<file path="src/rtl/time_pkg.sv">
// Shared definitions for the time-setting controller and the timekeeping counter.
package time_pkg;

   localparam int HOUR_W       = 5;
   localparam int MS_W         = 6;
   localparam int HOUR_MAX_DEF = 23;
   localparam int MS_MAX_DEF   = 59;
   localparam int TIMEOUT_DEF  = 30;

   typedef enum logic [2:0] {
      ST_IDLE   = 3'd0,
      ST_SET_H  = 3'd1,
      ST_SET_M  = 3'd2,
      ST_SET_S  = 3'd3,
      ST_COMMIT = 3'd4
   } state_t;

   localparam logic [1:0] FIELD_NONE = 2'b00;
   localparam logic [1:0] FIELD_HOUR = 2'b01;
   localparam logic [1:0] FIELD_MIN  = 2'b10;
   localparam logic [1:0] FIELD_SEC  = 2'b11;

   // Display blink code for the field being edited in a given state.
   function automatic logic [1:0] field_of(input state_t st);
      case (st)
         ST_SET_H: return FIELD_HOUR;
         ST_SET_M: return FIELD_MIN;
         ST_SET_S: return FIELD_SEC;
         default:  return FIELD_NONE;
      endcase
   endfunction

endpackage

</file>
<file path="src/rtl/time_set_ctrl_btn_edge.sv">
// Two-flop synchronizer with rising-edge detect for one asynchronous button.
// A button already held when reset releases must first be seen released before
// it can produce an event, so a held key never fires spuriously after reset.
module btn_edge (
   input  logic slowclk,
   input  logic reset,
   input  logic btn,
   output logic evt
);

   logic       sync1;
   logic       sync2;
   logic       prev;
   logic       armed;
   logic [1:0] vld;

   // Synchronize, remember the previous level, and arm once a genuine low is seen.
   always_ff @(posedge slowclk or negedge reset) begin
      if (!reset) begin
         sync1 <= 1'b0;
         sync2 <= 1'b0;
         prev  <= 1'b0;
         armed <= 1'b0;
         vld   <= 2'b00;
      end else begin
         sync1 <= btn;
         sync2 <= sync1;
         prev  <= sync2;
         vld   <= {vld[0], 1'b1};
         armed <= armed | (vld[1] & ~sync2);
      end
   end

   assign evt = sync2 & ~prev & armed;

endmodule

</file>
<file path="src/rtl/time_set_ctrl.sv">
// Button-driven time-setting controller feeding the clock's load interface.
//
//   state     | meaning
//   ----------+-------------------------------------------------------------
//   ST_IDLE   | not editing; edit registers hold their last values
//   ST_SET_H  | editing hours (seeded from running time on entry)
//   ST_SET_M  | editing minutes
//   ST_SET_S  | editing seconds
//   ST_COMMIT | one-cycle load strobe with the edited time, then IDLE
module time_set_ctrl
   import time_pkg::*;
#(
   parameter int TIMEOUT_CYCLES = TIMEOUT_DEF,
   parameter int HOUR_MAX       = HOUR_MAX_DEF,
   parameter int MS_MAX         = MS_MAX_DEF
) (
   input  logic              slowclk,
   input  logic              reset,
   input  logic              btn_mode,
   input  logic              btn_inc,
   input  logic              btn_dec,
   input  logic [HOUR_W-1:0] cur_h,
   input  logic [MS_W-1:0]   cur_m,
   input  logic [MS_W-1:0]   cur_s,
   output logic [HOUR_W-1:0] h_set,
   output logic [MS_W-1:0]   m_set,
   output logic [MS_W-1:0]   s_set,
   output logic              load,
   output logic [1:0]        field,
   output logic              busy
);

   // Inactivity timer counts down from TIMEOUT_CYCLES-1; expiry is seen at zero.
   localparam int                TMO_W    = (TIMEOUT_CYCLES > 1) ? $clog2(TIMEOUT_CYCLES) : 1;
   localparam logic [TMO_W-1:0]  TMO_LOAD = TMO_W'(TIMEOUT_CYCLES - 1);
   localparam logic [HOUR_W-1:0] H_MAX    = HOUR_W'(HOUR_MAX);
   localparam logic [MS_W-1:0]   T_MAX    = MS_W'(MS_MAX);

   state_t            state;
   state_t            state_nxt;
   logic [TMO_W-1:0]  tmo_cnt;
   logic [TMO_W-1:0]  tmo_nxt;
   logic [HOUR_W-1:0] h_nxt;
   logic [MS_W-1:0]   m_nxt;
   logic [MS_W-1:0]   s_nxt;

   logic ev_mode;
   logic ev_inc;
   logic ev_dec;
   logic step_up;
   logic step_dn;

   logic [HOUR_W-1:0] h_up;
   logic [HOUR_W-1:0] h_dn;
   logic [MS_W-1:0]   m_up;
   logic [MS_W-1:0]   m_dn;
   logic [MS_W-1:0]   s_up;
   logic [MS_W-1:0]   s_dn;

   btn_edge u_mode (.slowclk(slowclk), .reset(reset), .btn(btn_mode), .evt(ev_mode));
   btn_edge u_inc  (.slowclk(slowclk), .reset(reset), .btn(btn_inc),  .evt(ev_inc));
   btn_edge u_dec  (.slowclk(slowclk), .reset(reset), .btn(btn_dec),  .evt(ev_dec));

   // inc and dec together cancel; an out-of-range seed steps up to 0 or down by one.
   assign step_up = ev_inc & ~ev_dec;
   assign step_dn = ev_dec & ~ev_inc;

   assign h_up = (h_set >= H_MAX) ? '0 : h_set + 5'd1;
   assign h_dn = (h_set == '0) ? H_MAX : h_set - 5'd1;
   assign m_up = (m_set >= T_MAX) ? '0 : m_set + 6'd1;
   assign m_dn = (m_set == '0) ? T_MAX : m_set - 6'd1;
   assign s_up = (s_set >= T_MAX) ? '0 : s_set + 6'd1;
   assign s_dn = (s_set == '0) ? T_MAX : s_set - 6'd1;

   // State, edit registers and inactivity timer.
   always_ff @(posedge slowclk or negedge reset) begin
      if (!reset) begin
         state   <= ST_IDLE;
         h_set   <= '0;
         m_set   <= '0;
         s_set   <= '0;
         tmo_cnt <= '0;
      end else begin
         state   <= state_nxt;
         h_set   <= h_nxt;
         m_set   <= m_nxt;
         s_set   <= s_nxt;
         tmo_cnt <= tmo_nxt;
      end
   end

   // Next-state, edit-field stepping and decoded outputs; mode outranks inc/dec.
   always_comb begin
      state_nxt = state;
      h_nxt     = h_set;
      m_nxt     = m_set;
      s_nxt     = s_set;
      tmo_nxt   = tmo_cnt;
      field     = field_of(state);
      busy      = (state != ST_IDLE);
      load      = (state == ST_COMMIT);

      case (state)
         ST_IDLE: begin
            tmo_nxt = '0;
            if (ev_mode) begin
               h_nxt     = cur_h;
               m_nxt     = cur_m;
               s_nxt     = cur_s;
               tmo_nxt   = TMO_LOAD;
               state_nxt = ST_SET_H;
            end
         end
         ST_SET_H, ST_SET_M, ST_SET_S: begin
            if (ev_mode) begin
               tmo_nxt = TMO_LOAD;
               case (state)
                  ST_SET_H: state_nxt = ST_SET_M;
                  ST_SET_M: state_nxt = ST_SET_S;
                  default:  state_nxt = ST_COMMIT;
               endcase
            end else if (ev_inc | ev_dec) begin
               tmo_nxt = TMO_LOAD;
               case (state)
                  ST_SET_H: begin
                     if (step_up) h_nxt = h_up;
                     if (step_dn) h_nxt = h_dn;
                  end
                  ST_SET_M: begin
                     if (step_up) m_nxt = m_up;
                     if (step_dn) m_nxt = m_dn;
                  end
                  default: begin
                     if (step_up) s_nxt = s_up;
                     if (step_dn) s_nxt = s_dn;
                  end
               endcase
            end else if (tmo_cnt == '0) begin
               state_nxt = ST_IDLE;
            end else begin
               tmo_nxt = tmo_cnt - 1'b1;
            end
         end
         ST_COMMIT: begin
            state_nxt = ST_IDLE;
         end
         default: begin
            state_nxt = ST_IDLE;
         end
      endcase
   end

endmodule

</file>
<file path="config.mk">
export PLATFORM = sky130hd
export DESIGN_NAME = time_set_ctrl
export DESIGN_NICKNAME = d
export VERILOG_FILES = /design/src/rtl/time_pkg.sv /design/src/rtl/time_set_ctrl_btn_edge.sv /design/src/rtl/time_set_ctrl.sv
export SDC_FILE = /design/constraint.sdc
export NUM_CORES = 1
export LEC_CHECK = 0
export CORE_ASPECT_RATIO = 2
export CORE_MARGIN = 2
export CORE_UTILIZATION = 30
export CTS_CLUSTER_DIAMETER = 150
export DETAILED_ROUTE_END_ITERATION = 12
export GPL_ROUTABILITY_DRIVEN = 0
export HOLD_SLACK_MARGIN = 0.06
export SYNTH_ARGS = -nofsm -noshare
export SYNTH_HDL_FRONTEND = slang
export SYNTH_SLANG_ARGS = --single-unit
</file>
<file path="constraint.sdc">
create_clock -name slowclk -period 5.34 [get_ports slowclk]
set_input_delay 1.068 -clock slowclk [delete_from_list [all_inputs] [get_ports slowclk]]
set_output_delay 1.068 -clock slowclk [all_outputs]
set_load 0.01 [all_outputs]
</file>
==> flow_metrics.tcl, run 1 <==
set metrics [dict create \
    result_of_the_run "finished, final reports clean" \
    hold_start "u_inc.sync1$_DFF_PN0_" \
    detail_route.wl_per_cell_um 15.8 \
    pre_repair_dr_iteration_count 4 \
    synth_area_per_cell_um2 8.74 \
    yosys_register_bits 39 \
    most_common_cell_after_layout_fill_and_taps_aside "sky130_fd_sc_hd__clkdlybuf4s50_1" \
    antenna_cells_inserted 0 \
    tritoncts_clock_tree "built" \
    dieHeight_um 136 \
    unique_cell_type_count_in_the_yosys_netlist 63 \
    remaining_drc_errors 0 \
    path_buf_inv 1 \
    cts_buffers 5 \
    drive_above_1_share 0.0691 \
    finish.instance_area_um2 3200 \
    worst_path_top_cell_family_by_delay "buffers and inverters" \
    fin_skew_ns 0.00730 \
    setup_viol_count_final 0 \
    cts_resized 0 \
    dp_hpwl_um 5040 \
    design.portCount 43 \
    slew_margin_rel 0.406 \
    critical_path.startpoint "state[1]$_DFFE_PN0P_" \
    insertion_delay_of_the_later_clocked_pin_in_the_worst_skew_pair_ns 0.29 \
    final_cell_mix "41 x sky130_fd_sc_hd__clkdlybuf4s50_1, 39 x sky130_fd_sc_hd__dfrtp_1, 33 x sky130_fd_sc_hd__nor2_1, 25 x sky130_fd_sc_hd__o21ai_0, 19 x sky130_fd_sc_hd__a21oi_1" \
    p_leak_nw 1.31 \
    irDropWorstVdd_v 0.000286 \
    timing.critical_path.slowest_stage_cell "sky130_fd_sc_hd__clkdlybuf4s50_1" \
    dpl-instance-area_um2 3070 \
    worstSetupEndpointType "output port" \
    timing.setup.critical_path_class "reg -> out" \
    via_count 2378 \
    die_area_um2 9580 \
    place_ws_ns 2.65 \
    yosysSeqAreaShare 0.371 \
    routed_wirelength_um 6840 \
    cts.hold.buffers_added 0 \
    h-tree-depth 2 \
    antenna_violating_nets_post_route 0 \
    finalHoldViolations 0 \
    core_area_um2 8590 \
    mappedNetlistArea_um2 2630 \
    layout_min_cycle_time_ns 2.85 \
    postSynth.topFlopCell "sky130_fd_sc_hd__dfrtp_1" \
    synth_edf_count 0 \
    tritoncts_num_sinks 39 \
    grt_usage 0.152 \
    synth_cells 301 \
    worstPathCellList "nor2_2, and2_1, clkdlybuf4s50_1" \
    worstPathArrival_ns 1.79 \
    grt_pass1_wl_um 11500 \
    power.density_nw_per_um2 553 \
    post-route-period-util 0.534 \
    core.rowCount 48 \
    cts-root-buf "sky130_fd_sc_hd__clkbuf_16" \
    grt_pass1_vias 2327 \
    globalRouteOverflowTotal 0 \
    first_iter_violations 112 \
    tns_ns 0 \
    clkSlewWorstSetupHoldPaths_ns 0.06 \
    worst-path-max-fanout 12 \
    worst_slack_ns 2.49 \
    critical_path.max_stage_delay_ns 0.53 \
    timing.critical_path.required_ns 4.27 \
    start_util 0.306 \
    worstMarginPinSlew_ns 0.891 \
    timing.final.max_slew_violations 0 \
    finalHoldWorstSlack_ns 0.348 \
    largest_net_degree_at_the_start_of_global_routing 40 \
    die_x_extent_um 70.2 \
    fraction_of_synthesis_flops_using_an_asynchronous_set_or_reset_pin 1.00 \
    start_kind "flip-flop" \
    antenna_violations_before_repair 0 \
    detail_route.vias_per_cell 5.49 \
    nNetsFinal 368 \
    net_count_after_synthesis 337 \
    yosys_warnings 0 \
    max_clock_freq_mhz 350 \
    max_cap_violations 0 \
    cts_setup_buffers 0 \
    r2r_path_start "u_dec.sync2$_DFF_PN0_" \
    clock_path_buffers 2 \
    hold_path.class "reg -> reg" \
    port_buffers 42 \
    syn_to_final_growth_pct 21.8 \
    setup_repair_after_global_routing_missed_its_margin "false" \
]
## per-layer routing
metal  track usage  wire, um  vias to the layer above
li1              -         -                     1150
met1         0.159      2560                     1161
met2         0.287      3860                       55
met3        0.0274       246                       12
met4        0.0737       174                        0
met5             0         0                        -
## final timing paths
| check | to | slack, ns | depth (start not counted) |
|---|---|---|---|
| max | load | 2.49 | 3 |
| min | u_inc.sync2$_DFF_PN0_ | 0.35 | 0 |
| max reg2reg | h_set[3]$_DFFE_PN0P_ | 2.63 | 9 |
| min reg2reg | u_inc.sync2$_DFF_PN0_ | 0.35 | 0 |
| max in group asynchronous | u_inc.prev$_DFF_PN0_ | 3.87 | 1 |
| min in group asynchronous | h_set[4]$_DFFE_PN0P_ | 0.90 | 1 |
## worst reg2reg max path: cells and delay by family, from the launching register on
| kind | cells | cell delay, ns |
|---|---|---|
| simple gates | 5 | 1.20 |
| compound gates | 2 | 0.32 |
| flops | 1 | 0.36 |
| buf+inv | 1 | 0.07 |
| fa+ha+maj | 1 | 0.67 |
## area by class of cell
type	count	area (um2)
clock buffers	7	133
clock inverters	1	5.00
fillers	872	5390
inverters	17	63.8
multi-input cells	226	1480
flip-flops and latches	39	976
well taps	100	125
repair buffers	43	423
## Yosys cell counts (all sizes together), types with 3 or more instances
cell type  instances  area share
nor2              36       0.054
inv               17       0.024
nand2             18       0.026
ha                14       0.067
or3                5       0.012
o21ai             26       0.051
a31oi              7       0.017
o31ai              5       0.014
o22ai              7       0.017
a21o               5       0.015
buf               17       0.040
dfrtp             39        0.37
nand3b             4       0.016
xor2               4       0.013
a211oi             3       0.010
nor2b              4      0.0095
nand3             16       0.030
a311oi             4       0.016
a22o               3       0.010
nor3               9       0.021
a21oi             19       0.036
## cell families (layout without fill, tap and decap cells)
group / Yosys count / in the layout / share of synthesized area
other cells: 1 / 1 / 0.00143
simple gates: 109 / 109 / 0.231
fa+ha+maj: 14 / 14 / 0.0666
flops: 39 / 39 / 0.371
buf+inv: 36 / 68 / 0.0671
xor+xnor: 5 / 5 / 0.0167
compound gates: 97 / 97 / 0.246
## per-stage QoR
| stage | util | instances | power, W |
|---|---|---|---|
| after CTS | 0.373 | 433 | 0.00178 |
| after global routing | 0.373 | 433 | 0.00192 |
| after global placement | 0.357 | 425 | 0.00147 |
| after detailed placement | 0.357 | 425 | 0.00148 |
| after floorplan | - | 301 | 0.00117 |
| final | 0.373 | 433 | 0.00177 |
## flip-flops by register name, indices dropped and copies added, names as in the netlist, 2 cells and up
register,cells
state,3
u_dec.vld,2
m_set,6
tmo_cnt,5
h_set,5
s_set,6
## where the power goes
group	switching (W)	total [W]	internal (W)
logic	0.000458	0.000886	0.000428
registers	0.000206	0.000595	0.000388
clock network	0.000118	0.000290	0.000173
total	0.000782	0.00177	0.000989
Note: power is estimated with default switching activity, not from simulation.
==> run 2, diff against run 1 <==
Clock period 5.34 ns to 3 ns, I/O delays scaled along.
==> flow_metrics.tcl, run 2 (synthesis gave the netlist of run 1 again) <==
set metrics [dict create \
    routed_wirelength_um 6930 \
    h-tree-depth 2 \
    cts.hold.buffers_added 0 \
    start_kind "flip-flop" \
    grt_pass1_wl_um 11500 \
    num-fill-cells 903 \
    core.rowCount 48 \
    finalHoldWorstSlack_ns 0.345 \
    netSwitchingPower_w 0.00140 \
    dieHeight_um 136 \
    insertion_delay_of_the_later_clocked_pin_in_the_worst_skew_pair_ns 0.29 \
    tritoncts_clock_tree "built" \
    timing.final.max_slew_violations 0 \
    die_x_extent_um 70.2 \
    final_cell_count_no_fill 434 \
    grt_usage 0.152 \
    max_clock_freq_mhz 418 \
    core_area_um2 8590 \
    post-route-period-util 0.797 \
    worstReg2RegEnd "h_set[4]$_DFFE_PN0P_" \
    setup_viol_count_final 0 \
    worstSetupEndpointType "output port" \
    syn_to_final_growth_pct 23.5 \
    antenna_cells_inserted 0 \
    cell_internal_pwr_w 0.00187 \
    cts_buffers 5 \
    layout_min_cycle_time_ns 2.39 \
    clkSlewWorstSetupHoldPaths_ns 0.06 \
    globalRouteOverflowTotal 0 \
    timing.setup.critical_path_class "reg -> out" \
    ff2ff_path_depth 10 \
    totalPowerFinal_w 0.00327 \
    via_count 2410 \
    cts_setup_buffers 0 \
    drive_above_1_share 0.0778 \
    largest_net_degree_at_the_start_of_global_routing 40 \
    worst_slack_ns 0.609 \
    clock_power_share 0.193 \
    hold_path.class "reg -> reg" \
    fin_skew_ns 0.00956 \
    setup_slack_reg_to_reg_ns 0.72 \
    most_common_cell_after_layout_fill_and_taps_aside "sky130_fd_sc_hd__clkdlybuf4s50_1" \
    swShare 0.429 \
    pre_repair_dr_iteration_count 5 \
    setup_repair_after_global_routing_missed_its_margin "false" \
    tritoncts_num_sinks 39 \
    number_of_cells_after_detailed_placement 426 \
    setup.worst_path.end "load" \
    finalHoldViolations 0 \
    power.density_nw_per_um2 1010 \
    first_iter_violations 144 \
    final_cell_mix "41 x sky130_fd_sc_hd__clkdlybuf4s50_1, 39 x sky130_fd_sc_hd__dfrtp_1, 33 x sky130_fd_sc_hd__nor2_1, 25 x sky130_fd_sc_hd__o21ai_0, 19 x sky130_fd_sc_hd__a21oi_1" \
    die_area_um2 9580 \
    power_frac_seq 0.324 \
    place_ws_ns 0.731 \
    biggestRegsByFlops "m_set (6), s_set (6)" \
    max_cap_violations 0 \
    worstPathArrival_ns 1.79 \
    relative_contribution_of_combinational_cells_to_total_power 0.483 \
    worst-path-max-fanout 12 \
    worstMarginPinSlew_ns 0.910 \
    remaining_drc_errors 0 \
    dp_hpwl_um 5020 \
    design.portCount 43 \
    antenna_violations_before_repair 0 \
    critical_path.startpoint "state[1]$_DFFE_PN0P_" \
    irDropWorstVdd_v 0.000406 \
    p_leak_nw 1.33 \
    port_buffers 42 \
    r2r_path_start "u_dec.sync2$_DFF_PN0_" \
    detail_route.wl_per_cell_um 16.0 \
    antenna_violating_nets_post_route 0 \
    timing.critical_path.required_ns 2.40 \
    grt_pass1_vias 2414 \
    result_of_the_run "finished, final reports clean" \
    cts-root-buf "sky130_fd_sc_hd__clkbuf_16" \
    nNetsFinal 369 \
    cts_resized 0 \
    slew_margin_rel 0.393 \
    start_util 0.306 \
    clock_path_buffers 2 \
    tns_ns 0 \
    detail_route.vias_per_cell 5.55 \
]
run 2: per-stage QoR:
step           instance area, um2  utilization
2_1_floorplan                2630            -
3_3_place_gp                 3070        0.358
3_5_place_dp                 3070        0.358
4_1_cts                      3250        0.378
5_1_grt                      3250        0.378
6_report                     3250        0.378
run 2: power groups by stage:
stage | clock network [W] | logic (W) | registers, W
3_3_place_gp | 0 | 0.00155 | 0.00106
5_1_grt | 0.000666 | 0.00178 | 0.00110
4_1_cts | 0.000647 | 0.00159 | 0.00105
6_report | 0.000631 | 0.00158 | 0.00106
3_5_place_dp | 0 | 0.00157 | 0.00106
2_1_floorplan | 0 | 0.00117 | 0.000924
run 2: worst max-delay path, stage by stage (launching register included):
cell                              delay (ns)
sky130_fd_sc_hd__dfrtp_1                0.52
sky130_fd_sc_hd__nor2_2                 0.29
sky130_fd_sc_hd__and2_1                 0.17
sky130_fd_sc_hd__clkdlybuf4s50_1        0.53
run 2: area by class of cell:
cell class,count,area [um2],area share
clock buffer,6,139,0.0428
multi-input combinational,226,1480,0.455
tap,100,125,0.0385
inverter,17,63.8,0.0197
clock inverter,2,35.0,0.0108
timing repair buffer,44,430,0.133
sequential,39,976,0.301
run 2: worst min-delay path by stage:
stage          slack [ns]  cells past startpoint                      to                    from
2_1_floorplan        0.30                      0    h_set[0]$_DFFE_PN0P_                   reset
4_1_cts              0.35                      0   u_inc.sync2$_DFF_PN0_   u_inc.sync1$_DFF_PN0_
3_3_place_gp         0.33                      0  u_dec.vld[1]$_DFF_PN0_  u_dec.vld[0]$_DFF_PN0_
3_5_place_dp         0.34                      0  u_dec.vld[1]$_DFF_PN0_  u_dec.vld[0]$_DFF_PN0_
5_1_grt              0.36                      0  u_mode.sync2$_DFF_PN0_  u_mode.sync1$_DFF_PN0_
6_report             0.35                      0  u_dec.vld[1]$_DFF_PN0_  u_dec.vld[0]$_DFF_PN0_
run 2: per-layer routing:
layer	wire, um	global-route usage	part of all wire
met2	3830	0.295	0.55
met4	257	0.0791	0.037
met5	0	0	0
met3	281	0.0334	0.041
met1	2560	0.147	0.37
==> run 3, diff against run 2 <==
Clock period 3 ns to 2 ns, I/O delays scaled along.
==> flow_metrics.tcl, run 3 (synthesis gave the netlist of run 1 again) <==
set metrics [dict create \
    clkSlewWorstSetupHoldPaths_ns 0.06 \
    cts.hold.buffers_added 0 \
    port_buffers 42 \
    dr_wl_met3_um 237 \
    syn_to_final_growth_pct 33.0 \
    routed_wirelength_um 7330 \
    antenna_cells_inserted 0 \
    dp_hpwl_um 5540 \
    nNetsFinal 395 \
    via_count 2514 \
    grt_usage 0.161 \
    route.top_layer_used "met4" \
    cts_buffers 5 \
    post-route-period-util 1.00 \
    timing.setup.critical_path_class "reg -> reg" \
    start_kind "flip-flop" \
    p_leak_nw 1.48 \
    die_area_um2 9580 \
    grt_pass1_vias 2586 \
    failed_checks "setup timing" \
    pre_repair_dr_iteration_count 5 \
    hold_path.class "in -> async" \
    max_cap_violations 0 \
    cts-root-buf "sky130_fd_sc_hd__clkbuf_16" \
    h-tree-depth 2 \
    fin_skew_ns 0.00709 \
    biggestRegsByFlops "m_set (6), s_set (6)" \
    irDropWorstVdd_v 0.000919 \
    drt-met1-wl_um 2580 \
    core_area_um2 8590 \
    antenna_violating_nets_post_route 0 \
    worstPathArrival_ns 2.17 \
    core.rowCount 48 \
    drive_above_1_share 0.170 \
    detail_route.wl_per_cell_um 16.0 \
    critical_path.max_stage_delay_ns 0.39 \
    largest_net_degree_at_the_start_of_global_routing 25 \
    die_x_extent_um 70.2 \
    worst_slack_ns -0.00240 \
    start_util 0.306 \
    max_clock_freq_mhz 499 \
    detail_route.vias_per_cell 5.48 \
    timing.critical_path.required_ns 2.17 \
    insertion_delay_of_the_later_clocked_pin_in_the_worst_skew_pair_ns 0.29 \
    tritoncts_clock_tree "built" \
    routed-wl-met2_um 4290 \
    setup_slack_reg_to_reg_ns -0.002 \
    antenna_violations_before_repair 0 \
    dieHeight_um 136 \
    layout_min_cycle_time_ns 2.00 \
    result_of_the_run "finished, violations left" \
    most_common_cell_after_layout_fill_and_taps_aside "sky130_fd_sc_hd__clkdlybuf4s50_1" \
    tns_ns -0.00240 \
    timing.critical_path.slowest_stage_cell "sky130_fd_sc_hd__ha_4" \
    clock_path_buffers 2 \
    design.portCount 43 \
    grt_pass1_wl_um 12200 \
    timing.final.max_slew_violations 0 \
    remaining_drc_errors 0 \
    worst_path_top_cell_family_by_delay "compound AO/OA/AOI/OAI gates" \
    setup_repair_after_global_routing_missed_its_margin "true" \
    first_iter_violations 121 \
    worst-path-max-fanout 4 \
    power.density_nw_per_um2 1450 \
    finalHoldViolations 0 \
    tritoncts_num_sinks 39 \
    finalHoldWorstSlack_ns 0.0693 \
    worstSetupEndpointType "flip-flop" \
    globalRouteOverflowTotal 0 \
    path_buf_inv 0 \
    setup_viol_count_final 1 \
    worstPathCellList "nand3b_1, ha_4, nand4b_4, a211o_1, a41o_1, a22o_1" \
    final_cell_mix "39 x sky130_fd_sc_hd__clkdlybuf4s50_1, 36 x sky130_fd_sc_hd__dfrtp_1, 33 x sky130_fd_sc_hd__nor2_1, 25 x sky130_fd_sc_hd__buf_4, 21 x sky130_fd_sc_hd__o21ai_0" \
]
==> run 3: area by class of cell <==
| cell class | instances | area (um2) |
|---|---|---|
| clock buffer | 5 | 125 |
| sequential | 39 | 980 |
| multi-input combinational | 226 | 1540 |
| clock inverter | 2 | 13.8 |
| fill | 872 | 5090 |
| timing repair buffer | 70 | 656 |
| tap | 100 | 125 |
| inverter | 17 | 63.8 |
==> run 3: power by group <==
group          leakage (nW)  internal [W]  switching (W)  total (W)
Sequential            0.452       0.00104       0.000468    0.00151
Combinational         0.959       0.00138        0.00141    0.00279
Clock                0.0696      0.000454       0.000313   0.000768
Total                  1.48       0.00288        0.00219    0.00507
==> run 3: per-stage QoR <==
| step | total power [W] | area, um2 | instances | util | setup WS [ns] |
|---|---|---|---|---|---|
| CTS | 0.00502 | 3440 | 454 | 0.401 | -0.0211 |
| global route | 0.00550 | 3500 | 459 | 0.407 | -0.0822 |
| global placement | 0.00415 | 3250 | 446 | 0.378 | -0.0151 |
| finish | 0.00507 | 3500 | 459 | 0.407 | -0.00240 |
| detailed placement | 0.00420 | 3250 | 446 | 0.378 | -0.0677 |
| floorplan | 0.00314 | 2630 | 301 | - | 0.0311 |
==> run 3: routing by layer <==
layer  global-route usage  vias to the layer above
li1                     -                     1212
met1                0.151                     1217
met2                0.332                       69
met4               0.0684                        0
met5                    0                        -
met3               0.0245                       16
==> run 3: worst paths after layout <==
check / to / depth (start not counted) / from
max: h_set[3]$_DFFE_PN0P_ / 6 / u_inc.prev$_DFF_PN0_
min: s_set[3]$_DFFE_PN0P_ / 1 / reset
max reg2reg: h_set[3]$_DFFE_PN0P_ / 6 / u_inc.prev$_DFF_PN0_
min reg2reg: u_inc.sync2$_DFF_PN0_ / 0 / u_inc.sync1$_DFF_PN0_
max in group asynchronous: state[0]$_DFFE_PN0P_ / 2 / reset
min in group slowclk: u_inc.sync2$_DFF_PN0_ / 0 / u_inc.sync1$_DFF_PN0_
==> run 3: timing repair <==
item                       CTS  global route
hold endpoints to repair     0             0
gates resized for setup     11            10
setup buffers                1             5
pin swaps                    1             5
setup endpoints to repair   10            13
